### src/rtl/coeff_mod_sequencer_if.sv
// Signal bundle between the coefficient sequencer, its source/result buffers and the
// iterative modular reducer. The sequencer takes the master view.
interface coeff_mod_sequencer_if #(
  parameter int DATA_WIDTH = 32,
  parameter int ADDR_WIDTH = 8
);
  logic                  start;
  logic [ADDR_WIDTH:0]   count;
  logic [DATA_WIDTH-1:0] p;
  logic                  busy;
  logic                  done;
  logic                  error;
  logic                  rd_en;
  logic [ADDR_WIDTH-1:0] rd_addr;
  logic [DATA_WIDTH-1:0] rd_data;
  logic                  wr_en;
  logic [ADDR_WIDTH-1:0] wr_addr;
  logic [DATA_WIDTH-1:0] wr_data;
  logic                  mod_start;
  logic [DATA_WIDTH-1:0] mod_m;
  logic [DATA_WIDTH-1:0] mod_p;
  logic [DATA_WIDTH-1:0] mod_m_mod_p;
  logic                  mod_done;

  modport master (
    input  start, count, p, rd_data, mod_m_mod_p, mod_done,
    output busy, done, error, rd_en, rd_addr, wr_en, wr_addr, wr_data,
           mod_start, mod_m, mod_p
  );

  modport slave (
    output start, count, p, rd_data, mod_m_mod_p, mod_done,
    input  busy, done, error, rd_en, rd_addr, wr_en, wr_addr, wr_data,
           mod_start, mod_m, mod_p
  );
endinterface

### src/rtl/coeff_mod_sequencer.sv
// Walks a buffer of signed coefficients, reduces each one mod p through the external
// reducer's start/done handshake and writes the residues to a result buffer.
module coeff_mod_sequencer #(
  parameter int DATA_WIDTH = 32,
  parameter int ADDR_WIDTH = 8,
  parameter int MAX_WAIT   = 1024
) (
  input logic                   clk,
  input logic                   rst,
  coeff_mod_sequencer_if.master bus
);
  localparam int WAIT_W = (MAX_WAIT > 1) ? $clog2(MAX_WAIT) : 1;

  typedef enum logic [2:0] {
    IDLE, FETCH, LOAD, ISSUE, WAIT_DONE, WRITE, FINISH
  } state_e;

  state_e                state_q, state_d;
  logic [ADDR_WIDTH-1:0] idx_q, idx_d;
  logic [ADDR_WIDTH:0]   count_q, count_d;
  logic [DATA_WIDTH-1:0] p_q, p_d;
  logic [DATA_WIDTH-1:0] mod_m_q, mod_m_d;
  logic [DATA_WIDTH-1:0] res_q, res_d;
  logic [WAIT_W-1:0]     wait_q, wait_d;
  logic                  error_q, error_d;
  logic                  short_q, short_d;
  logic                  last_idx;

  assign last_idx = ({1'b0, idx_q} == count_q - 1'b1);

  always_comb begin
    // NOTE: every next-state value and output gets a default first, so no path infers a latch.
    state_d       = state_q;
    idx_d         = idx_q;
    count_d       = count_q;
    p_d           = p_q;
    mod_m_d       = mod_m_q;
    res_d         = res_q;
    wait_d        = wait_q;
    error_d       = error_q;
    short_d       = short_q;
    bus.rd_en     = 1'b0;
    bus.wr_en     = 1'b0;
    bus.mod_start = 1'b0;
    bus.done      = 1'b0;

    unique case (state_q)
      IDLE: begin
        if (bus.start) begin
          count_d = bus.count;
          p_d     = bus.p;
          idx_d   = '0;
          error_d = 1'b0;
          // A zero modulus would hang the reducer, so it never gets issued.
          if (bus.p == '0) begin
            error_d = 1'b1;
            short_d = 1'b1;
            state_d = FINISH;
          end else if (bus.count == '0) begin
            short_d = 1'b1;
            state_d = FINISH;
          end else begin
            state_d = FETCH;
          end
        end
      end
      FETCH: begin
        bus.rd_en = 1'b1;
        state_d   = LOAD;
      end
      LOAD: begin
        mod_m_d = bus.rd_data;
        state_d = ISSUE;
      end
      ISSUE: begin
        bus.mod_start = 1'b1;
        wait_d        = '0;
        state_d       = WAIT_DONE;
      end
      WAIT_DONE: begin
        if (bus.mod_done) begin
          res_d   = bus.mod_m_mod_p;
          state_d = WRITE;
        end else if (wait_q == WAIT_W'(MAX_WAIT - 1)) begin
          error_d = 1'b1;
          state_d = FINISH;
        end else begin
          wait_d = wait_q + 1'b1;
        end
      end
      WRITE: begin
        bus.wr_en = 1'b1;
        if (last_idx) begin
          state_d = FINISH;
        end else begin
          idx_d   = idx_q + 1'b1;
          state_d = FETCH;
        end
      end
      FINISH: begin
        // Runs rejected in IDLE spend one extra cycle here so done lands two cycles after start.
        if (short_q) begin
          short_d = 1'b0;
        end else begin
          bus.done = 1'b1;
          state_d  = IDLE;
        end
      end
      default: state_d = IDLE;
    endcase
  end

  always_ff @(posedge clk) begin
    // NOTE: datapath registers are reset as well, because mod_m, mod_p and wr_data must read 0 after reset.
    if (rst) begin
      state_q <= IDLE;
      idx_q   <= '0;
      count_q <= '0;
      p_q     <= '0;
      mod_m_q <= '0;
      res_q   <= '0;
      wait_q  <= '0;
      error_q <= 1'b0;
      short_q <= 1'b0;
    end else begin
      // NOTE: non-blocking assignments so every flop samples the same pre-edge values.
      state_q <= state_d;
      idx_q   <= idx_d;
      count_q <= count_d;
      p_q     <= p_d;
      mod_m_q <= mod_m_d;
      res_q   <= res_d;
      wait_q  <= wait_d;
      error_q <= error_d;
      short_q <= short_d;
    end
  end

  assign bus.busy    = (state_q != IDLE);
  assign bus.error   = error_q;
  assign bus.rd_addr = idx_q;
  assign bus.wr_addr = idx_q;
  assign bus.wr_data = res_q;
  assign bus.mod_m   = mod_m_q;
  assign bus.mod_p   = p_q;
endmodule

### src/flat_wrapper.sv
// flat-port wrapper written by rule: the top's interface ports become plain ports
module coeff_mod_sequencer_flat 
#(
  parameter int DATA_WIDTH = 32,
  parameter int ADDR_WIDTH = 8,
  parameter int MAX_WAIT   = 1024
)
  (clk, rst, bus_start, bus_count, bus_p, bus_rd_data, bus_mod_m_mod_p, bus_mod_done, bus_busy, bus_done, bus_error, bus_rd_en, bus_rd_addr, bus_wr_en, bus_wr_addr, bus_wr_data, bus_mod_start, bus_mod_m, bus_mod_p);
  coeff_mod_sequencer_if #(.DATA_WIDTH(DATA_WIDTH), .ADDR_WIDTH(ADDR_WIDTH)) bus_i ();
  input logic clk;
  input logic rst;
  input wire logic [$bits(bus_i.start)-1:0] bus_start;
  input wire logic [$bits(bus_i.count)-1:0] bus_count;
  input wire logic [$bits(bus_i.p)-1:0] bus_p;
  input wire logic [$bits(bus_i.rd_data)-1:0] bus_rd_data;
  input wire logic [$bits(bus_i.mod_m_mod_p)-1:0] bus_mod_m_mod_p;
  input wire logic [$bits(bus_i.mod_done)-1:0] bus_mod_done;
  output wire logic [$bits(bus_i.busy)-1:0] bus_busy;
  output wire logic [$bits(bus_i.done)-1:0] bus_done;
  output wire logic [$bits(bus_i.error)-1:0] bus_error;
  output wire logic [$bits(bus_i.rd_en)-1:0] bus_rd_en;
  output wire logic [$bits(bus_i.rd_addr)-1:0] bus_rd_addr;
  output wire logic [$bits(bus_i.wr_en)-1:0] bus_wr_en;
  output wire logic [$bits(bus_i.wr_addr)-1:0] bus_wr_addr;
  output wire logic [$bits(bus_i.wr_data)-1:0] bus_wr_data;
  output wire logic [$bits(bus_i.mod_start)-1:0] bus_mod_start;
  output wire logic [$bits(bus_i.mod_m)-1:0] bus_mod_m;
  output wire logic [$bits(bus_i.mod_p)-1:0] bus_mod_p;
  assign bus_i.start = bus_start;
  assign bus_i.count = bus_count;
  assign bus_i.p = bus_p;
  assign bus_i.rd_data = bus_rd_data;
  assign bus_i.mod_m_mod_p = bus_mod_m_mod_p;
  assign bus_i.mod_done = bus_mod_done;
  assign bus_busy = bus_i.busy;
  assign bus_done = bus_i.done;
  assign bus_error = bus_i.error;
  assign bus_rd_en = bus_i.rd_en;
  assign bus_rd_addr = bus_i.rd_addr;
  assign bus_wr_en = bus_i.wr_en;
  assign bus_wr_addr = bus_i.wr_addr;
  assign bus_wr_data = bus_i.wr_data;
  assign bus_mod_start = bus_i.mod_start;
  assign bus_mod_m = bus_i.mod_m;
  assign bus_mod_p = bus_i.mod_p;
  coeff_mod_sequencer #(.DATA_WIDTH(DATA_WIDTH), .ADDR_WIDTH(ADDR_WIDTH), .MAX_WAIT(MAX_WAIT)) u_core (.clk(clk), .rst(rst), .bus(bus_i));
endmodule
### config.mk
export PLATFORM = sky130hd
export DESIGN_NAME = coeff_mod_sequencer_flat
export DESIGN_NICKNAME = d
export VERILOG_FILES = /design/src/rtl/coeff_mod_sequencer_if.sv /design/src/rtl/coeff_mod_sequencer.sv /design/src/flat_wrapper.sv
export SDC_FILE = /design/constraint.sdc
export NUM_CORES = 1
export LEC_CHECK = 0
export CORE_MARGIN = 4
export CORE_UTILIZATION = 64
export CTS_BUF_LIST = sky130_fd_sc_hd__clkbuf_4 sky130_fd_sc_hd__clkbuf_8
export DETAILED_ROUTE_END_ITERATION = 8
export DONT_BUFFER_PORTS = 1
export PLACE_DENSITY = 0.76
export SYNTH_ARGS = -nofsm -noshare
export SYNTH_HDL_FRONTEND = slang
export SYNTH_SLANG_ARGS = --single-unit
export TNS_END_PERCENT = 20
### constraint.sdc
create_clock -name clk -period 6.9 [get_ports clk]
set_input_delay 1.725 -clock clk [delete_from_list [all_inputs] [get_ports clk]]
set_output_delay 1.725 -clock clk [all_outputs]
set_load 0.02 [all_outputs]
==> Flow_metrics.wiki <==
{| class="wikitable"
! Metric !! Value
|-
| Share of the cycle needed by the critical path after routing || about half
|-
| Most used cells in the layout excluding fill and tap cells || 224 x sky130_fd_sc_hd__nand2_1, 128 x sky130_fd_sc_hd__dfxtp_1, 117 x sky130_fd_sc_hd__a21oi_1
|-
| DIE WIDTH || 98.9 um
|-
| Number of buffers inserted by port buffering || 0
|-
| Initial core utilization || about two thirds
|-
| Worst skew pair latency || 0.43 ns
|-
| Synthesis Warnings || 0
|-
| Maximum clock path buffer count || 2
|-
| Seq cells post-synth || approximately 130
|-
| Number of CTS-inserted buffers || 17
|-
| Area inside the core boundary || around 7900 um2
|-
| R2R cell count || 9
|-
| Cells traversed along the worst timing path || inv_1 -> nor3_1
|-
| P&R area growth vs syn || 6.93%
|-
| RSZ-0062 raised after global routing || false
|-
| Deepest level of the CTS H-tree || 4
|-
| Total nets after synthesis || 795
|-
| Master of the slowest instance on the critical path || sky130_fd_sc_hd__nor3_1
|-
| Wire length of the first global-routing pass || about 20,000 um
|-
| Hold-fix buffers, CTS || 0
|-
| Combined buffer and inverter count along the critical path || 1
|-
| Data arrival time of the worst path || around 1.8 ns
|-
| Number of synthesized flops with an enable pin || 0
|-
| HPWL Detailed || 9080 um
|-
| Initial detailed-routing violation count || between 200 and 250
|-
| Pin count of the biggest net entering global routing || 118
|-
| DRC errors left || 0
|-
| Cell type group with the largest total delay on the critical path || simple AND/OR/NAND/NOR gates
|-
| Via count || 4,511
|-
| Post-cts resize count || 0
|-
| Clock-pin slew of the registers on the worst-case setup and hold paths || about 0.070 ns
|-
| Async set-reset flop share out of synthesis || 0%
|-
| GPL Wtd Cong || 0.878
|-
| Worst hold path class || flip-flop to flip-flop
|-
| Share of final-layout standard cells stronger than drive strength 1 || a little under 7%
|-
| Layout Utilization || between 70% and 80%
|-
| Vertical extent of the die || around 99 um
|-
| Slew Limit Headroom || 25.0%
|-
| Post-synth top flop || sky130_fd_sc_hd__dfxtp_1
|-
| Cell depth of the worst min-delay path || 2
|-
| WS Path Type || flip-flop to output pin
|-
| Count of clock tree sinks || 128
|-
| Area enclosed by the die boundary || about 10000 um2
|-
| GRT Overall Usage || ~25%
|-
| Data required, critical path || just over 5 ns
|-
| Setup TNS || 0 ns
|-
| Final Hold Fails || 0
|-
| Maximum VDD drop || roughly 0.22 mV
|-
| Antenna Diode Count || 0
|-
| Post-layout net count || roughly 770
|-
| Kind of start point of the critical path || flip-flop
|-
| Detailed-router iteration count before antenna repair || 5
|-
| Clk Tree Root Cell || sky130_fd_sc_hd__clkbuf_8
|-
| Antenna violations before repair || 0
|-
| Reported leakage power || a little under 2 nW
|-
| Stage delay of the slowest cell on the critical path || ~0.76 ns
|-
| Number of nets with antenna violations after routing || 0
|-
| Final setup violation count || 0
|-
| Slew @ Worst Pin || 1.12 ns
|-
| Power Dens Cells || 297 nW/um2
|-
| Vias per std cell || between 5 and 6
|-
| Fin crit period || 3.54 ns
|-
| Commonest non-fill, non-tap cell in the layout || sky130_fd_sc_hd__nand2_1
|-
| Non-filler instance count after layout || a little under 800
|-
| Site row count || 32
|-
| Maximum capacitance violations || 0
|-
| Count of unique library cells instantiated by Yosys || 52
|-
| Logic depth of the worst path, buffers included || 2
|-
| Status || complete, no violations
|-
| Clock tree from TritonCTS || yes
|-
| Combined area of all synthesized cells || around 5300 um2
|-
| Final wirelength || between 10,000 and 15,000 um
|-
| Fin Clk Skew || around 0.011 ns
|-
| Overflow left after global routing || 0
|-
| Drt wl/cell || ~17 um
|-
| Share of synthesized area occupied by flip-flops and latches || between 40% and 50%
|-
| Post-Syn Area per Cell || roughly 7.7 um2
|-
| Via count of the first global-routing pass || 4,451
|-
| Slew Viols, Final || 0
|-
| Setup repair bufs after CTS || 0
|-
| Achievable clock frequency || 0.283 GHz
|-
| Crit end category || output pin
|-
| Instance count after placement with tap cells included || 737
|-
| Largest fanout of any net on the critical path || 10
|-
| Cells after Synth || 683
|-
| Top-Level Pins || ~230
|}
-- cells by family after synthesis --
logic type      Yosys count  synth area share, %
simple gates            316                 25.3
flops                   128                 48.4
compound gates          154                 16.9
xor+xnor                 17                 2.81
buf+inv                  62                 5.13
mux                       3                0.662
fa+ha+maj                 3                0.709
-- flip-flops by register name (all words and copies together) (netlist names) --
| name | count |
|---|---|
| u_core.bus.wr_data | 32 |
| u_core.wait_q | 10 |
| u_core.state_q | 3 |
| u_core.bus.error | 1 |
| u_core.bus.rd_addr | 8 |
| u_core.count_q | 9 |
| u_core.bus.mod_p | 32 |
| u_core.short_q | 1 |
| u_core.bus.mod_m | 32 |
-- worst min-delay path, cell delays in order (launching register included) --
cell,delay [ns]
sky130_fd_sc_hd__dfxtp_1,0.32
sky130_fd_sc_hd__o21ai_0,0.07
sky130_fd_sc_hd__a21oi_1,0.06
-- power by group --
group          total, W  switching (W)  internal, W
Sequential     0.000834      0.0000623     0.000771
Clock          0.000712       0.000293     0.000419
Combinational  0.000135      0.0000874    0.0000477
-- final timing paths --
kind                                     endpoint              start  slack (ns)
worst max-delay path                    bus_rd_en  u_core.state_q[0]        3.36
worst min-delay path             u_core.wait_q[9]   u_core.wait_q[9]        0.50
worst max register to register  u_core.state_q[0]  u_core.count_q[0]        4.14
worst min register to register   u_core.wait_q[9]   u_core.wait_q[9]        0.50
-- through the flow --
stage          total power, W  hold WS, ns  area [um2]  worst slack [ns]
2_1_floorplan        0.000965        0.454        5290              3.90
4_1_cts               0.00169        0.510        5660              3.38
3_3_place_gp         0.000978        0.464        5210              3.82
5_1_grt               0.00175        0.531        5660              3.26
3_5_place_dp         0.000986        0.495        5210              3.77
6_report              0.00168        0.503        5660              3.36
-- layout make-up --
class                           instances  area (um2)
Tap cell                              102         128
Timing Repair Buffer                    2        15.0
Clock inverter                         12         181
Clock buffer                           20         269
Inverter                               12        45.0
Multi-Input combinational cell        493        2460
Sequential cell                       128        2560
Fill cell                             656        2230
-- synthesized netlist by cell type, drive strengths merged (2+ instances only) --
master   number  area, um2
or3           7       43.8
a2111oi       3       51.3
o2111ai       2       17.5
ha            3       37.5
a21oi       118        594
nand3b        4       30.0
nand2b        2       12.5
nor3          9       50.1
a31oi         2       12.5
nor2b         2       12.5
nor3b         2       20.0
clkbuf       39        146
xnor2         8       70.1
inv          12       45.0
a41oi         3       33.8
and3          4       25.0
xor2          9       78.8
nand2       224        841
a211oi        5       37.5
and2          5       31.3
nand4         4       25.0
nor2         30        113
nor4         11       68.8
mux2i         2       20.0
dfxtp       128       2560
a31o          3       26.3
o211ai        2       15.0
o21ai         8       40.0
nand3         9       45.0
buf          11       80.1
-- metal layers --
layer	up-vias	part of all wire [%]	track usage, %
met1	2059	36	27.0
met5	-	0	0
li1	2219	-	-
met3	31	9.7	10.7
met4	0	2.0	8.82
met2	202	52	44.7
Note: power is estimated with default switching activity, not from simulation.
